**config.mk**
```make
export PLATFORM = sky130hd
export DESIGN_NAME = cmd_file_parser
export DESIGN_NICKNAME = d
export VERILOG_FILES = /design/src/rtl/cmd_pkg.sv /design/src/rtl/cmd_file_parser.sv
export SDC_FILE = /design/constraint.sdc
export NUM_CORES = 1
export LEC_CHECK = 0
export CORE_ASPECT_RATIO = 0.7
export CORE_MARGIN = 4
export CORE_UTILIZATION = 40
export DETAILED_ROUTE_END_ITERATION = 8
export GPL_TIMING_DRIVEN = 0
export PLACE_DENSITY = 0.65
export SETUP_SLACK_MARGIN = 0.4
export SLEW_MARGIN = 20
export SYNTH_ARGS = -nofsm -noshare
export SYNTH_HDL_FRONTEND = slang
export SYNTH_SLANG_ARGS = --single-unit
```
**constraint.sdc**
```tcl
create_clock -name clock -period 8.5 [get_ports clock]
set_input_delay 1.275 -clock clock [delete_from_list [all_inputs] [get_ports clock]]
set_output_delay 1.275 -clock clock [all_outputs]
set_load 0.01 [all_outputs]
```
**src/rtl/cmd_pkg.sv**
```systemverilog
// cmd_pkg: shared types and helpers for the TRS-80 /CMD parser.
// State encoding, record type codes and length decode.
package cmd_pkg;

  typedef enum logic [2:0] {
    S_IDLE,
    S_TYPE,
    S_LEN,
    S_ADDR_LO,
    S_ADDR_HI,
    S_DATA,
    S_SKIP,
    S_DONE
  } state_t;

  typedef enum logic [1:0] {
    REC_LOAD,
    REC_XFER,
    REC_SKIP
  } rec_t;

  localparam logic [7:0] CMD_LOAD = 8'h01;
  localparam logic [7:0] CMD_XFER = 8'h02;

  // Load record length L covers the 2 address bytes; L<3 wraps past 256.
  function automatic logic [8:0] data_count(input logic [7:0] len);
    if (len < 8'd3)
      return {1'b1, len} - 9'd2;
    else
      return {1'b0, len} - 9'd2;
  endfunction

endpackage

```
**src/rtl/cmd_file_parser.sv**
```systemverilog
// cmd_file_parser: streams a /CMD image from the ioctl channel
// into RAM writes and requests a jump to the transfer address.
module cmd_file_parser
  import cmd_pkg::*;
#(
  parameter logic [7:0] CMD_INDEX = 8'd2
) (
  input  logic        clock,
  input  logic        reset,
  input  logic        ioctl_download,
  input  logic [7:0]  ioctl_index,
  input  logic        ioctl_wr,
  input  logic [7:0]  ioctl_dout,
  output logic        ioctl_wait,
  output logic        loader_download,
  output logic        loader_wr,
  output logic [15:0] loader_addr,
  output logic [7:0]  loader_data,
  output logic [15:0] execute_addr,
  output logic        execute_enable,
  output logic        error,
  output logic [31:0] byte_count
);

  state_t      state, n_state, cur;
  rec_t        rec, n_rec;
  logic [7:0]  len, n_len;
  logic [15:0] addr, n_addr;
  logic [8:0]  cnt, n_cnt;
  logic        dl_q, xfer_seen, n_xfer_seen;
  logic        n_loader_wr, n_execute_enable, n_error;
  logic [15:0] n_loader_addr, n_execute_addr;
  logic [7:0]  n_loader_data;
  logic [31:0] n_byte_count, bc_base;
  logic        dl, rise, fall, accept, trunc;

  assign ioctl_wait = 1'b0;
  assign dl     = ioctl_download & (ioctl_index == CMD_INDEX);
  assign rise   = dl & ~dl_q;
  assign fall   = ~dl & dl_q;
  assign accept = ioctl_wr & dl;
  assign trunc  = (state == S_LEN) || (state == S_ADDR_LO) ||
                  (state == S_ADDR_HI) || (state == S_DATA) ||
                  (state == S_SKIP);

  // Register all parser state and outputs.
  always_ff @(posedge clock or posedge reset) begin
    if (reset) begin
      state           <= S_IDLE;
      rec             <= REC_SKIP;
      len             <= '0;
      addr            <= '0;
      cnt             <= '0;
      dl_q            <= 1'b0;
      xfer_seen       <= 1'b0;
      loader_download <= 1'b0;
      loader_wr       <= 1'b0;
      loader_addr     <= '0;
      loader_data     <= '0;
      execute_addr    <= '0;
      execute_enable  <= 1'b0;
      error           <= 1'b0;
      byte_count      <= '0;
    end else begin
      state           <= n_state;
      rec             <= n_rec;
      len             <= n_len;
      addr            <= n_addr;
      cnt             <= n_cnt;
      dl_q            <= dl;
      xfer_seen       <= n_xfer_seen;
      loader_download <= dl | dl_q;
      loader_wr       <= n_loader_wr;
      loader_addr     <= n_loader_addr;
      loader_data     <= n_loader_data;
      execute_addr    <= n_execute_addr;
      execute_enable  <= n_execute_enable;
      error           <= n_error;
      byte_count      <= n_byte_count;
    end
  end

  // Decode one accepted byte; handle download start and end.
  always_comb begin
    n_state          = state;
    n_rec            = rec;
    n_len            = len;
    n_addr           = addr;
    n_cnt            = cnt;
    n_xfer_seen      = xfer_seen;
    n_loader_wr      = 1'b0;
    n_loader_addr    = loader_addr;
    n_loader_data    = loader_data;
    n_execute_addr   = execute_addr;
    n_execute_enable = 1'b0;
    n_error          = error;
    n_byte_count     = byte_count;
    cur              = state;
    bc_base          = byte_count;

    if (rise) begin
      cur          = S_TYPE;
      n_state      = S_TYPE;
      n_error      = 1'b0;
      n_xfer_seen  = 1'b0;
      bc_base      = '0;
      n_byte_count = '0;
    end

    if (fall) begin
      n_error          = error | trunc;
      n_execute_enable = xfer_seen & ~error & ~trunc;
      n_state          = S_IDLE;
    end else if (accept) begin
      n_byte_count = bc_base + 32'd1;
      case (cur)
        S_TYPE: begin
          unique case (1'b1)
            (ioctl_dout == CMD_LOAD): n_rec = REC_LOAD;
            (ioctl_dout == CMD_XFER): n_rec = REC_XFER;
            default:                  n_rec = REC_SKIP;
          endcase
          n_state = S_LEN;
        end
        S_LEN: begin
          n_len = ioctl_dout;
          if (rec == REC_SKIP) begin
            n_cnt   = {ioctl_dout == 8'd0, ioctl_dout};
            n_state = S_SKIP;
          end else begin
            n_state = S_ADDR_LO;
          end
        end
        S_ADDR_LO: begin
          n_addr[7:0] = ioctl_dout;
          n_state     = S_ADDR_HI;
        end
        S_ADDR_HI: begin
          if (rec == REC_XFER) begin
            n_execute_addr = {ioctl_dout, addr[7:0]};
            n_xfer_seen    = 1'b1;
            n_state        = S_DONE;
          end else begin
            n_addr  = {ioctl_dout, addr[7:0]};
            n_cnt   = data_count(len);
            n_state = S_DATA;
          end
        end
        S_DATA: begin
          n_loader_wr   = 1'b1;
          n_loader_addr = addr;
          n_loader_data = ioctl_dout;
          n_addr        = addr + 16'd1;
          n_cnt         = cnt - 9'd1;
          if (cnt == 9'd1) n_state = S_TYPE;
        end
        S_SKIP: begin
          n_cnt = cnt - 9'd1;
          if (cnt == 9'd1) n_state = S_TYPE;
        end
        default: ;
      endcase
    end
  end

endmodule

```
==> reports/metrics.csv, run 1 <==
metric;value;unit
largest net degree at the start of global routing;60;
Final TNS setup;0;ns
DP Area;0.007083;mm2
Mapped Area;0.005882;mm2
Seq/Total Area, Yosys;49.37;%
skew final;0.009520;ns
CTS tree;yes;
Post-CTS Setup Inserts;0;
crit start category;primary input;
clock buffer depth;2;
DP HPWL;11590;um
hold_sp;error;
slew margin rel.;28.51;%
Synth Area in XOR/XNOR;4.020;%
Tmin final;4.891;ns
Warnings, synthesis;0;
top-level port count;97;
DRT iter0 DRCs;440;
Worst R2R Start;dl_q;
clk root buf;clkbuf_16;
crit path DAT;5.18;ns
area grow syn2layout;30.95;%
Tightest Pin Transition;1.064;ns
fin area;0.007702;mm2
antenna violations before repair;0;
maxcap violations;0;
TritonCTS Buffers;17;
Post-synth top flop;dfrtp_1;
CTS clock-pin slew for the worst setup and hold paths;0.05;ns
CTS sink count;116;
final period utilization;57.54;%
CTS Hold Bufs;0;
DIE AREA;0.01674;mm2
post-cts gate resize count;0;
Global Route Usage Sum;19.87;%
fin nets;729;
Avg Cell Area, Syn;10.00;um2
r2r endpoint;byte_count[16];
first-pass GRT wire length;26370;um
largest family of logic cells by synthesized area;simple AND/OR/NAND/NOR gates;
Slew Viols, Final;0;
Post-synth EDFFs;0;
H-Tree Depth;4;
Seq. cell area;0.002904;mm2
DRT antenna net count;0;
clock latency on the worst-skew pair;0.41;ns
Synth cell types;56;
multiplexer share of the synthesized area;9.147;%
via/cell ratio;5.639;
Post-Synth Adder-Cell Area;1.702;%
Yosys reg bits;116;
switch share;20.32;%
peak supply drop;0.0001289;V
routability-driven placement congestion ratio;0.9039;
path depth of the worst reg2reg path;10;
vias in the first global route;4943;
depth of the worst hold-timing path;1;
Int Pwr;1.071;mW
DR DRC count;0;
syn nets;616;
top cell type's share of synthesized area;48.93;%
Yosys top cell by area;dfrtp_1;
final setup fails;0;
# fillers;1228;
Rows;36;
Max Fclk;204.5;MHz
crit end category;flip-flop;
Initial Util;41.59;%
Power Total;1.344;mW
total gr overflow;0;
WL/cell;18.02;um
Synth area leaders;dfrtp_1 (49%), mux2_2 (8.8%), a21oi_1 (4.3%);
share of cells above drive strength 1;13.62;%
combinational fraction of design power;3.2;%
Seq pwr share;41.4;%
RSZ-0062 raised after global routing;no;
die height;109.5;um
setup slack, reg-to-reg;5.11;ns
antenna fix cells;0;
Async SR Flop Fraction;100.0;%
Lkg Pwr;3.263;nW
WS Path Type;primary input to flip-flop;
worst hold path class;flip-flop to flip-flop;
PortBufs;93;
routed vias;5086;
DRT Wirelength;16260;um
largest fanout on the critical path;10;
synthesized instance count;588;
status;completed;
First-pass DRT Iterations;5;
multi-input logic area;0.002800;mm2
hold worst-path end;execute_enable;
pwr/cell area;174.5;mW/mm2
Simple-Gate Fraction of Synth Area;20.00;%
NetSw;0.2730;mW
CP required;8.78;ns
Synth Area in Compound Gates;12.57;%
Core Box Area;0.01414;mm2
clock group share of total power;55.5;%
Die W;152.9;um
final hold vios;0;
-- worst max path at each step --
stage | start | depth (start not counted) | endpoint
2_1_floorplan | reset | 1 | addr[0]
3_5_place_dp | ioctl_index[2] | 9 | loader_data[0]
5_1_grt | ioctl_index[2] | 13 | byte_count[18]
6_report | ioctl_index[1] | 9 | loader_addr[11]
4_1_cts | ioctl_index[2] | 9 | loader_addr[11]
3_3_place_gp | reset | 2 | execute_addr[0]
-- registers in the layout, indices dropped and copies added (netlist names) --
name,flops
dl_q,1
byte_count,32
rec,2
loader_addr,16
cnt,9
execute_enable,1
loader_wr,1
state,3
xfer_seen,1
addr,16
loader_download,1
error,1
execute_addr,16
len,8
loader_data,8
-- cells in the final DEF (no fill, tap or decap), types with 5 or more instances in the layout --
master / n
dfrtp_1: 115
clkdlybuf4s50_1: 93
nand2_1: 56
a21oi_1: 51
mux2_2: 46
o21ai_0: 41
nor2_1: 30
clkbuf_1: 22
inv_1: 18
nand4_1: 18
nand3_1: 18
clkbuf_16: 17
nor3_1: 16
xnor2_1: 15
xor2_1: 12
o22ai_1: 11
nor2b_1: 10
or3_1: 10
and3_1: 9
ha_1: 8
nand2b_1: 7
and4_1: 5
nor4_1: 5
-- cell families (layout without fill, tap and decap cells) --
group,after synthesis,in the layout
mux,48,48
fa+ha+maj,8,8
flops,116,116
compound gates,127,127
simple gates,216,216
buf+inv,45,169
xor+xnor,27,27
other cells,1,1
-- critical path, cell delays in order --
cell and delay (ns):
clkdlybuf4s50_1 0.47, nor3b_1 0.38, nand3_1 0.35, ha_1 0.42, nand2b_1 0.28, nand4b_1 0.55
nor2_1 0.68, buf_2 0.38, mux2_2 0.38
-- per-stage QoR --
| stage | utilization, % | std cells | hold WS [ns] | worst slack (ns) |
|---|---|---|---|---|
| final | 54.46 | 902 | 0.4814 | 3.609 |
| after global routing | 54.46 | 902 | 0.5040 | 3.301 |
| after CTS | 54.41 | 902 | 0.4820 | 3.624 |
| after detailed placement | 50.08 | 872 | 0.4681 | 3.213 |
| after global placement | 49.85 | 871 | 0.4644 | 2.422 |
| after floorplan | - | 588 | 0.4540 | 4.154 |
-- power by group through the flow --
| stage | clock, mW | combinational, mW | sequential (mW) |
|---|---|---|---|
| 6_report | 0.746 | 0.0424 | 0.556 |
| 5_1_grt | 0.779 | 0.0476 | 0.555 |
| 4_1_cts | 0.756 | 0.0432 | 0.556 |
| 3_5_place_dp | 0 | 0.0428 | 0.565 |
| 3_3_place_gp | 0 | 0.0399 | 0.565 |
| 2_1_floorplan | 0 | 0.0205 | 0.565 |
-- per-layer routing --
metal | up-vias | wire (um) | global-route usage [%]
li1 | 2363 | - | -
met1 | 2493 | 7682 | 29.06
met3 | 16 | 1317 | 5.350
met5 | - | 0 | 0
met4 | 0 | 181 | 6.294
met2 | 214 | 7075 | 28.80
-- area by class of cell --
class	count	share of cell area (%)
inverter	19	0.9909
clock inverter	10	2.031
clock buffer	20	5.929
sequential	116	37.70
timing repair buffer	94	12.44
buffer	26	1.462
tap	190	3.086
multi-input combinational	427	36.35
-- cells in the mapped netlist, drive strengths merged (2+ instances only) --
cell type,count
a21o,3
a21oi,51
a221oi,2
a222oi,2
a31o,2
a32o,3
and2,2
and3,9
and4,5
buf,5
clkbuf,21
dfrtp,115
ha,8
inv,19
mux2,46
mux2i,2
nand2,56
nand2b,7
nand3,18
nand4,18
nand4b,3
nor2,30
nor2b,10
nor3,17
nor3b,4
nor4,8
nor4b,3
nor4bb,2
o21a,2
o21ai,41
o22ai,11
o32ai,3
or2,4
or3,10
or4,6
xnor2,15
xor2,12
Note: power is estimated with default switching activity, not from simulation.
==> run 2, diff against run 1 <==
--- a/config.mk
+++ b/config.mk
@@ -10,7 +10,7 @@
 export CORE_UTILIZATION = 40
 export DETAILED_ROUTE_END_ITERATION = 8
 export GPL_TIMING_DRIVEN = 0
-export PLACE_DENSITY = 0.65
+export PLACE_DENSITY = 0.67
 export SETUP_SLACK_MARGIN = 0.4
 export SLEW_MARGIN = 20
 export SYNTH_ARGS = -nofsm -noshare
==> constraint.sdc (replaced) <==
create_clock -name clock -period 4 [get_ports clock]
set_input_delay 0.6 -clock clock [delete_from_list [all_inputs] [get_ports clock]]
set_output_delay 0.6 -clock clock [all_outputs]
set_load 0.01 [all_outputs]
==> reports/metrics.csv, run 2 (same netlist as run 1, synthesis figures left out) <==
metric;value;unit
Most flops, register;byte_count;
DRT antenna net count;0;
worst hold path class;flip-flop to flip-flop;
Initial Util;41.59;%
routability-driven placement congestion ratio;0.8937;
Slew Viols, Final;0;
antenna violations before repair;0;
crit path DAT;3.80;ns
crit end category;flip-flop;
routed vias;5169;
DRT Wirelength;16800;um
post-placement cell count;874;
DIE AREA;0.01674;mm2
fin util;55.39;%
final setup fails;0;
CP required;4.30;ns
max reg flops;32;
via/cell ratio;5.674;
skew final;0.008667;ns
DR DRC count;0;
combinational fraction of design power;3.5;%
NetSw;0.6132;mW
share of cells above drive strength 1;16.23;%
most common cell after layout, fill and taps aside;dfrtp_1;
vias in the first global route;5062;
Rows;36;
First-pass DRT Iterations;5;
status;completed;
die height;109.5;um
Tightest Pin Transition;1.042;ns
Core Box Area;0.01414;mm2
non-filler cells in the finished layout;911;
Lkg Pwr;3.286;nW
Tmin final;3.497;ns
final hold vios;0;
Power Total;2.816;mW
largest fanout on the critical path;10;
WS Path Type;primary input to flip-flop;
# fillers;1235;
Int Pwr;2.202;mW
Global Route Usage Sum;20.54;%
maxcap violations;0;
total gr overflow;0;
final period utilization;87.43;%
clk root buf;clkbuf_16;
Max Fclk;286.0;MHz
antenna fix cells;0;
top-level port count;97;
commonest non-fill, non-tap cells in the layout;dfrtp_1 (115), clkdlybuf4s50_1 (93), nand2_1 (56), a21oi_1 (51), mux2_2 (46);
fin nets;737;
largest net degree at the start of global routing;36;
H-Tree Depth;4;
clock group share of total power;54.6;%
RSZ-0062 raised after global routing;yes;
Seq pwr share;41.9;%
clock latency on the worst-skew pair;0.42;ns
Die W;152.9;um
CTS Hold Bufs;0;
DRT iter0 DRCs;386;
clock buffer depth;2;
slew margin rel.;29.97;%
CTS sink count;116;
CTS tree;yes;
first-pass GRT wire length;27100;um
area grow syn2layout;33.18;%
crit start category;primary input;
TritonCTS Buffers;17;
WL/cell;18.44;um
switch share;21.78;%
PortBufs;93;
CTS clock-pin slew for the worst setup and hold paths;0.05;ns
pwr/cell area;359.4;mW/mm2
DP HPWL;11850;um
peak supply drop;0.0002830;V
==> run 2: cell count changes in the layout (fill, tap and decap cells not counted), sizes merged <==
cell	previous run	this run
clkbuf	41	38
clkinvlp	1	9
bufinv	4	3
buf	6	15
clkinv	5	2
inv	19	18
==> run 2: path summary, 6_finish.rpt <==
| check | cells after the start | endpoint | start | slack [ns] |
|---|---|---|---|---|
| worst max-delay path | 10 | byte_count[21] | ioctl_index[7] | 0.50 |
| worst min-delay path | 1 | execute_enable | error | 0.48 |
| worst max register to register | 10 | byte_count[16] | dl_q | 1.09 |
| worst min register to register | 1 | execute_enable | error | 0.48 |
| max in group asynchronous | 4 | rec[1] | reset | 2.65 |
| min in group asynchronous | 2 | loader_download | reset | 0.54 |
==> run 2: critical path, cell delays in order <==
cell and delay (ns):
clkdlybuf4s50_1 0.45, nor4_4 0.39, nand3_2 0.21, ha_4 0.25, or2_1 0.27, or4_4 0.52
or4_4 0.50, buf_6 0.17, or2_2 0.30, xnor2_1 0.12
==> run 2: power by group through the flow <==
stage / combinational [mW] / clock, mW / sequential [mW]
after CTS: 0.0973 / 1.56 / 1.18
after global placement: 0.0857 / 0 / 1.20
after detailed placement: 0.0948 / 0 / 1.20
final: 0.0973 / 1.54 / 1.18
after global routing: 0.106 / 1.62 / 1.18
after floorplan: 0.0438 / 0 / 1.20
==> run 2: what timing repair did <==
action	in CTS	in global routing
gates resized for setup	12	5
endpoints found under the setup margin	72	15
buffers inserted	3	3
pin swaps	1	3
==> run 2: final cells by class <==
class	instances	area, um2	share of cell area [%]
plain buffers	26	117.6	1.501
repair buffers	102	1036	13.22
well taps	190	237.7	3.035
clock buffers	18	439.2	5.606
multi-input cells	427	2864	36.56
clock inverters	13	160.2	2.044
inverters	19	75.07	0.9583
flip-flops and latches	116	2904	37.07
==> run 2: metrics by stage <==
step	area [um2]	setup TNS, ns	worst slack [ns]	hold WS, ns
after floorplan	5886	0	0.5487	0.4540
after global placement	7054	-23.15	-0.5457	0.4673
after detailed placement	7114	-27.78	-0.6204	0.4579
after CTS	7779	0	0.4658	0.4873
after global routing	7834	0	0.3766	0.5198
final	7834	0	0.5029	0.4833
==> run 2: routing by layer <==
layer  track usage [%]  up-vias  wire length [um]  share of wire [%]
met5                 0        -                 0                  0
met4             5.340        0               220                1.3
met3             7.278       23              1137                6.8
met2             30.82      188              7455                 44
met1             28.53     2581              7983                 48
li1                  -     2377                 -                  -
